`src/rtl/ascon_perm_sched_pkg.sv`:
```
// Shared types, constants and helpers for the Ascon permutation scheduler.
// State layout: element [i] holds Ascon word x_i.
package ascon_perm_sched_pkg;

    typedef logic [4:0][63:0] type_state;

    typedef enum logic [1:0] {
        P12  = 2'b00,
        P8   = 2'b01,
        P6   = 2'b10,
        PRSV = 2'b11
    } type_nrounds;

    typedef enum logic [1:0] {
        ST_IDLE = 2'b00,
        ST_RUN  = 2'b01,
        ST_DONE = 2'b10
    } type_sched_state;

    localparam int ROUND_MAX = 12;

    // Constant for round index r: high nibble 15-r, low nibble r.
    function automatic logic [7:0] round_const(input logic [3:0] r);
        return {4'(4'd15 - r), r};
    endfunction

    // Index of the first round for p^a; the reserved encoding runs as p12.
    function automatic logic [3:0] nrounds_to_first(input type_nrounds n);
        case (n)
            P8:      return 4'd4;
            P6:      return 4'd6;
            default: return 4'd0;
        endcase
    endfunction

    function automatic logic [63:0] ror64(input logic [63:0] x, input int unsigned n);
        return (x >> n) | (x << (64 - n));
    endfunction

endpackage

```
`src/rtl/ascon_round.sv`:
```
// One Ascon round: constant addition, bitsliced 5-bit S-box, linear diffusion.
module ascon_round
    import ascon_perm_sched_pkg::*;
(
    input  type_state  state_i,
    input  logic [7:0] const_i,
    output type_state  state_o
);

    type_state added;
    type_state pre;
    type_state chi;
    type_state subst;

    always_comb begin
        added    = state_i;
        added[2] = state_i[2] ^ {56'd0, const_i};
    end

    // S-box as input mixing, chi-like nonlinear step, then output mixing.
    always_comb begin
        pre    = added;
        pre[0] = added[0] ^ added[4];
        pre[4] = added[4] ^ added[3];
        pre[2] = added[2] ^ added[1];
        chi    = pre;
        for (int i = 0; i < 5; i++) begin
            chi[i] = pre[i] ^ (~pre[(i + 1) % 5] & pre[(i + 2) % 5]);
        end
        subst    = chi;
        subst[1] = chi[1] ^ chi[0];
        subst[0] = chi[0] ^ chi[4];
        subst[3] = chi[3] ^ chi[2];
        subst[2] = ~chi[2];
    end

    always_comb begin
        state_o    = subst;
        state_o[0] = subst[0] ^ ror64(subst[0], 19) ^ ror64(subst[0], 28);
        state_o[1] = subst[1] ^ ror64(subst[1], 61) ^ ror64(subst[1], 39);
        state_o[2] = subst[2] ^ ror64(subst[2], 1)  ^ ror64(subst[2], 6);
        state_o[3] = subst[3] ^ ror64(subst[3], 10) ^ ror64(subst[3], 17);
        state_o[4] = subst[4] ^ ror64(subst[4], 7)  ^ ror64(subst[4], 41);
    end

endmodule

```
`src/rtl/ascon_perm_sched.sv`:
```
// Runs p12/p8/p6 over a registered 320-bit state, UNROLL rounds per clock.
// Handshake: start_i is accepted only in IDLE or DONE; done_o pulses one cycle with the result on state_o.
module ascon_perm_sched
    import ascon_perm_sched_pkg::*;
#(
    parameter int UNROLL = 1
) (
    input  logic       clock_i,
    input  logic       reset_i,
    input  logic       start_i,
    input  logic [1:0] nrounds_i,
    input  type_state  state_i,
    output type_state  state_o,
    output logic       busy_o,
    output logic       done_o,
    output logic [3:0] round_o
);

    if (!(UNROLL == 1 || UNROLL == 2)) begin : g_bad_unroll
        $error("ascon_perm_sched: UNROLL must be 1 or 2");
    end

    type_sched_state fsm_q, fsm_d;
    type_state       state_q, state_d;
    logic [3:0]      rcnt_q, rcnt_d;
    logic [3:0]      rcnt_step;
    type_nrounds     nrounds;
    type_state       chain [UNROLL+1];

    assign nrounds   = type_nrounds'(nrounds_i);
    assign rcnt_step = rcnt_q + 4'(UNROLL);
    assign chain[0]  = state_q;

    for (genvar g = 0; g < UNROLL; g++) begin : g_round
        ascon_round u_round (
            .state_i (chain[g]),
            .const_i (round_const(rcnt_q + 4'(g))),
            .state_o (chain[g+1])
        );
    end

    always_ff @(posedge clock_i) begin
        if (reset_i) begin
            fsm_q   <= ST_IDLE;
            state_q <= '0;
            rcnt_q  <= '0;
        end else begin
            fsm_q   <= fsm_d;
            state_q <= state_d;
            rcnt_q  <= rcnt_d;
        end
    end

    always_comb begin
        fsm_d   = fsm_q;
        state_d = state_q;
        rcnt_d  = rcnt_q;
        case (fsm_q)
            ST_IDLE, ST_DONE: begin
                if (start_i) begin
                    state_d = state_i;
                    rcnt_d  = nrounds_to_first(nrounds);
                    fsm_d   = ST_RUN;
                end else begin
                    fsm_d = ST_IDLE;
                end
            end
            ST_RUN: begin
                state_d = chain[UNROLL];
                rcnt_d  = rcnt_step;
                if (rcnt_step == 4'(ROUND_MAX)) begin
                    fsm_d = ST_DONE;
                end
            end
            default: fsm_d = ST_IDLE;
        endcase
    end

    assign state_o = state_q;
    assign busy_o  = (fsm_q == ST_RUN);
    assign done_o  = (fsm_q == ST_DONE);
    assign round_o = rcnt_q;

    cover property (@(posedge clock_i) disable iff (reset_i)
        start_i && (fsm_q != ST_RUN) && (nrounds == PRSV));

endmodule

```
`config.mk`:
```
export PLATFORM = sky130hd
export DESIGN_NAME = ascon_perm_sched
export DESIGN_NICKNAME = d
export VERILOG_FILES = /design/src/rtl/ascon_perm_sched_pkg.sv /design/src/rtl/ascon_round.sv /design/src/rtl/ascon_perm_sched.sv
export SDC_FILE = /design/constraint.sdc
export NUM_CORES = 2
export LEC_CHECK = 0
export CORE_UTILIZATION = 30
export DETAILED_ROUTE_END_ITERATION = 7
export SLEW_MARGIN = 20
export SYNTH_ARGS = -nofsm -noshare
export SYNTH_HDL_FRONTEND = slang
export SYNTH_SLANG_ARGS = --single-unit
export TNS_END_PERCENT = 5
```
`constraint.sdc`:
```
create_clock -name clock_i -period 2.2 [get_ports clock_i]
set_input_delay 0.44 -clock clock_i [delete_from_list [all_inputs] [get_ports clock_i]]
set_output_delay 0.44 -clock clock_i [all_outputs]
set_load 0.03 [all_outputs]
```
Word level (Yosys, flattened, before mapping)
Cells that the tools add are included.
{"block": "op_classes", "add_sub_neg": 2, "eq_ne": 7, "n_mux": 8, "n_bitwise": 43, "n_reduce_logical": 4}
{"cell": "64-bit bitwise XOR", "n": 21}
{"cell": "320-bit one-hot mux with 2 select lines", "n": 1}
{"cell": "64-bit NOT", "n": 6}
{"cell": "64-bit AND", "n": 5}
{"cell": "320-bit 2-to-1 mux", "n": 1}
{"cell": "23-bit by 64-bit bitwise OR with 64-bit output", "n": 1}
{"cell": "25-bit by 64-bit bitwise OR with 64-bit output", "n": 1}
{"cell": "3-bit by 64-bit bitwise OR with 64-bit output", "n": 1}
{"cell": "36-bit by 64-bit bitwise OR with 64-bit output", "n": 1}
{"cell": "45-bit by 64-bit bitwise OR with 64-bit output", "n": 1}
{"cell": "47-bit by 64-bit bitwise OR with 64-bit output", "n": 1}
{"cell": "54-bit by 64-bit bitwise OR with 64-bit output", "n": 1}
{"cell": "57-bit by 64-bit bitwise OR with 64-bit output", "n": 1}
{"cell": "58-bit by 64-bit bitwise OR with 64-bit output", "n": 1}
{"cell": "63-bit by 64-bit bitwise OR with 64-bit output", "n": 1}
{"cell": "64-bit by 8-bit bitwise XOR with 64-bit output", "n": 1}
{"cell": "4-bit one-hot mux with 2 select lines", "n": 1}
{"cell": "3-bit one-hot mux with 2 select lines", "n": 1}
{"cell": "4-bit by 1-bit adder with 4-bit output, second input constant", "n": 1}
{"cell": "2-bit by 1-bit == test with 1-bit output, second input constant", "n": 2}
{"cell": "2-bit == test, second input constant", "n": 2}
{"cell": "4-bit == test, second input constant", "n": 1}
{"cell": "4-bit 2-to-1 mux", "n": 1}
{"cell": "2-bit one-hot mux with 2 select lines", "n": 1}
{"cell": "9 further kinds", "n": 9}
{"block": "totals", "register_bits": 326, "inputBits": 325, "out_inout_bits": 326}

Logic depth before layout (Yosys ltp)
{"block": "depth", "word_depth": 11, "depth_mapped": 7, "mapped_depth_nobuf": 7}

Hierarchy
A second synthesis with hierarchy kept.
{"block": "hier_totals", "cells_unflattened": 3731, "hier_area_um2": 32448.6}
{"mod": "ascon_perm_sched", "instances": 1, "cells_per_inst": 2138, "area_each_um2": 16523.3, "seq_area_each_um2": 6526.3}
{"mod": "ascon_round", "instances": 1, "cells_per_inst": 1593, "area_each_um2": 15925.3, "seq_area_each_um2": 0.0}

Worst setup path before layout
Ideal clock, no wire load.
{"block": "synth_path", "path_type": "register to register", "from": "reg rcnt_q[0], in the netlist round_o[0]", "to": "reg state_q (netlist bit state_o[196])", "t_arrival_ns": 2.197, "required_time_ns": 2.114, "setup_slack_ns": -0.083, "path_stages_with_launch": 8, "path_cell_list": "dfxtp_1 xnor2_1 ha_1 xor2_1 xor2_1 xnor2_1 xnor2_1 a211oi_1"}
{"block": "synth_between", "elab_chain_cells": 8}
{"element": "from (decl)", "line": "ascon_perm_sched.sv:25", "rtl": "logic [3:0] rcnt_q, rcnt_d;"}
{"element": "from (signal assigned)", "line": "ascon_perm_sched.sv:50", "rtl": "rcnt_q <= rcnt_d;"}
{"element": "4-bit subtractor", "line": "ascon_perm_sched_pkg.sv:24", "rtl": "return {4'(4'd15 - r), r};"}
{"element": "64-bit by 8-bit bitwise XOR with 64-bit output", "line": "ascon_round.sv:17", "rtl": "added[2] = state_i[2] ^ {56'd0, const_i};"}
{"element": "64-bit bitwise XOR", "line": "ascon_round.sv:25", "rtl": "pre[2] = added[2] ^ added[1];"}
{"element": "64-bit bitwise XOR", "line": "ascon_round.sv:28", "rtl": "chi[i] = pre[i] ^ (~pre[(i + 1) % 5] & pre[(i + 2) % 5]);"}
{"element": "64-bit bitwise XOR", "line": "ascon_round.sv:33", "rtl": "subst[3] = chi[3] ^ chi[2];"}
{"element": "64-bit bitwise XOR (2 in a row)", "line": "ascon_round.sv:42", "rtl": "state_o[3] = subst[3] ^ ror64(subst[3], 10) ^ ror64(subst[3], 17);"}
{"element": "320-bit one-hot mux with 2 select lines", "line": "ascon_perm_sched.sv:58", "rtl": "case (fsm_q)"}
{"element": "to (signal assigned)", "line": "ascon_perm_sched.sv:49", "rtl": "state_q <= state_d;"}
{"element": "to (decl)", "line": "ascon_perm_sched.sv:24", "rtl": "type_state state_q, state_d;"}
No other way between the ends.
A chain may end at the register's enable or synchronous reset.

Final worst setup path
{"block": "layout_path", "from": "reg state_q (netlist bit state_o[266])", "to": "reg state_q (netlist bit state_o[259])"}
{"block": "layout_between", "elab_chain_cells": 8, "word_cells_on_any_way": 9, "classes_between": "mux: 1; bitwise: 8"}
{"element": "64-bit bitwise XOR", "line": "ascon_round.sv:23", "rtl": "pre[0] = added[0] ^ added[4];"}
{"element": "64-bit NOT", "line": "ascon_round.sv:28"}
{"element": "64-bit AND", "line": "ascon_round.sv:28"}
{"element": "64-bit bitwise XOR *", "line": "ascon_round.sv:28"}
{"element": "57-bit by 64-bit bitwise OR with 64-bit output *", "line": "ascon_perm_sched_pkg.sv:37", "rtl": "return (x >> n) | (x << (64 - n));"}
{"element": "64-bit bitwise XOR * (2 in a row)", "line": "ascon_round.sv:43", "rtl": "state_o[4] = subst[4] ^ ror64(subst[4], 7) ^ ror64(subst[4], 41);"}
{"element": "320-bit one-hot mux with 2 select lines *", "line": "ascon_perm_sched.sv:58"}
Every way passes the cells marked *; elsewhere a longest branch is shown, timed or not.

==> reports/metrics.sh <==
DRV.MAX_CAP_VIOLATION_COUNT=0
WORSTSETUPPATHTYPE='reg -> reg'
EFFECTIVE_UTILIZATION_AT_FLOORPLAN_PCT=30.39
CRITPATHMAXFANOUT=4
SYNTH_TOP_CELL_BY_AREA='xnor2_1'
IO-PIN-COUNT=651
CTS-ROOT-TO-SINK-BUFFERS=3
CLOCK-SKEW-FINAL_NS=0.01896
CLKLATENCYLATEPIN_NS=0.62
MOSTFREQUENTLAYOUTCELL='buf_4'
WORSTSETUPSTARTPOINTTYPE='register'
DIE-AREA_UM2=94370
GLOBALROUTEMET1UTIL_PCT=44.14
FINISH.NET_COUNT=5208
RSZ0062_AT_GRT='true'
SYNTH_SEQUENTIAL_AREA_RATIO_PCT=23.35
TRITONCTS='done'
DIE_HEIGHT_UM=307.2
HPWL_UM=144600
NETLIST_INSTANCES=3381
PORT_BUFFERS=650
FMAXACHIEVABLE_GHz=0.4463
CP_DATA_ARRIVAL_TIME_NS=2.70
FIRST_PASS_GRT_WIRE_LENGTH_UM=233100
VIOLATIONS='negative setup slack'
CRIT_PATH_END_KIND='register'
NETLIST_AREA_UM2=27940
SYNTHARSTFLOPSHARE_PCT=0
POST-PLACE-CELLS=5943
WORST_PATH_MAX_DELAY_CELL='xor2_4'
FINALSETUPVIOLATIONS=6
TIMING.FINAL.MAX_SLEW_VIOLATIONS=0
CLOCK-SINKS=326
MAX_SLEW.WORST_PIN.SLEW_NS=0.7044
GRT.MET3_USAGE_PCT=7.157
FIRSTDRTPASSITERS=5
PATH_COMMON_CELL='xnor2_1'
MULTIINPUTGATEAREA_UM2=21030
NET_COUNT_SYNTH=3836
CTS_MADE_BUFFERS=45
DRT_ITER0_MARKERS=3201
DRC=0
LAYOUT.CELLS.MOST_COMMON_LIST='buf_4 (819), xnor2_1 (799), nand2_1 (411)'
RUN_STATUS='finished with violations'
ROOT_BUFFER_SELECTED_BY_CTS='clkbuf_16'
PLACED_AREA_UM2=42230
CRIT_PATH_CELL_TRACE='xnor2_1 -> nand2_1 -> xor2_4 -> xnor2_2 -> xnor2_1 -> a211oi_1'
GRT_USE_MET2_PCT=56.86
NUM_ROWS=111
GRT_MAX_DEGREE=123
FINAL_ANTENNA_NET_COUNT=0
DATA_REQUIRED_CRITICAL_PATH_NS=2.66
GLOBALROUTEOVERFLOWTOTAL=0
DRT-TOTAL-WL_UM=173600
GRT_ANTENNA_BEFORE_REPAIR=7
REPORT.FINAL.HOLD_VIOL_COUNT=0
AVGSYNTHCELLAREA_UM2=8.265
SYNTH.TOP_CELLS.BY_AREA='xnor2_1 (27%), dfxtp_1 (23%), xor2_1 (7.5%)'
GLOBALPLACE.CONGESTION=1.083
DESIGN.CORE.AREA_UM2=91940
FINAL.HOLD.WORST_SLACK_NS=0.1534
PRE_CTS_SLACK_NS=-0.5825
FINISH.CELL_COUNT_WITHOUT_FILLERS=6035
GRT_BUSIEST_LAYER='met2'
FLOW.AREA_GROWTH_FROM_SYNTHESIS_PCT=59.64
FINAL_DESIGN_AREA_NO_FILL_UM2=44610
SYNTH-EDFF-COUNT=0
MIN-DELAY-PATH-CLASS='in -> reg'
CRIT_PATH_MAX_INCR_DELAY_NS=0.45
FIN_WS_NS=-0.04040
ROUTEDWLPERCELL_UM=28.76
ROUTED_VIAS_INST=5.214
CTSHOLDBUFFERS=0
MAX-SLEW-MARGIN-REL_PCT=52.75
FLIP_FLOP_CELL_WITH_THE_HIGHEST_COUNT_AFTER_SYNTHESIS='dfxtp_1'
NUM-FILL-CELLS=9253
YOSYS.CELL_TYPES.COUNT=37
YS_SEQ_ELEMENTS=326
FIN_CRIT_NS=2.240
SYNTH_LARGEST_TYPE_AREA_FRACTION_PCT=27.36
GRT_TOTAL_USAGE_PCT=35.36
CLK_TRANSITION_REPORTED_PATHS_NS=0.06
VIAS_IN_THE_FIRST_GLOBAL_ROUTE=29950
VIA_COUNT=31470
DRIVE_GT1_SHARE_PCT=24.07
SEQCELLAREA_UM2=6545
YOSYSWARNINGCOUNT=0
FINAL_CYCLE_UTILIZATION_OF_THE_CRITICAL_PATH_PCT=101.8
FLOORPLAN.DIE.WIDTH_UM=307.2
HTREE_NUM_LEVELS=2
[kinds of logic (layout without fill, tap and decap cells)]
| kind of cell | count (synthesis) | in the layout | share of synthesized area, % |
|---|---|---|---|
| xor+xnor | 1121 | 1121 | 35.38 |
| other cells | 0 | 5 | 0 |
| compound gates | 579 | 579 | 15.51 |
| simple gates | 718 | 718 | 10.04 |
| fa+ha+maj | 189 | 189 | 7.934 |
| flops | 326 | 326 | 23.35 |
| mux | 78 | 78 | 2.794 |
| buf+inv | 370 | 1776 | 4.992 |
[through the flow]
stage	TNS, ns	utilization [%]
6_report	-0.1157	48.52
5_1_grt	-0.6479	48.51
4_1_cts	-0.2793	47.66
3_5_place_dp	-42.65	45.93
3_3_place_gp	-47.79	45.90
2_1_floorplan	-0.2167	-
[registers in the layout, summed over array words and instances, names as in the netlist]
signal / count
state_o: 320
fsm_q: 2
round_o: 4
[repair_timing]
action / 4_1_cts / 5_1_grt
endpoints found under the hold margin: 0 / 0
pin swaps: 3 / 8
setup endpoints to repair: 312 / 162
gates resized for setup: 295 / 140
gates cloned: 3 / 0
buffers inserted: 3 / 1
[layout make-up]
class | count | share of cell area, %
multi-input combinational | 2685 | 47.15
timing repair buffer | 1501 | 29.77
sequential | 326 | 14.67
tap | 1243 | 3.486
clock buffer | 65 | 2.945
inverter | 194 | 1.649
clock inverter | 16 | 0.3057
antenna | 5 | 0.02805
[critical path, delay by kind of cell, from the launching register on]
family | cells | cell delay [ns]
AND/OR/NAND/NOR | 1 | 0.19
flip-flops | 1 | 0.36
XOR/XNOR | 4 | 1.40
AO/OA/AOI/OAI | 1 | 0.13
[layer usage]
metal,wire length (um),vias up
met1,68060,15280
li1,-,14110
met3,16150,397
met4,11110,6
met5,38,-
met2,78210,1675
[path summary, 6_finish.rpt]
path	cells past startpoint	startpoint	end	slack (ns)
worst max-delay path	6	state_o[266]	state_o[259]	-0.04
worst min-delay path	2	reset_i	state_o[190]	0.15
worst min register to register	2	state_o[174]	state_o[174]	0.54
worst max register to register	6	state_o[266]	state_o[259]	-0.04
[Yosys cell counts (5+ instances only)]
master and instances:
xnor2_1 873, nand2_1 411, dfxtp_1 326, a211oi_1 260, nor2_1 260, xor2_1 239
inv_1 193, clkbuf_1 165, ha_1 130, a311oi_1 89, mux2i_1 78, a21oi_1 73
maj3_1 59, a31o_2 55, a22oi_1 33, o22ai_1 28, o21ai_0 16, and3_1 9
nand2b_1 9, xnor2_2 9, a2111oi_2 8, nor3_1 8, buf_1 6, or2_2 6
buf_2 5, nand3b_1 5, or3_1 5
Power is left out: the tool's default activity adds up to more than one toggle a clock period on the data nets, which glitch-free logic cannot reach.
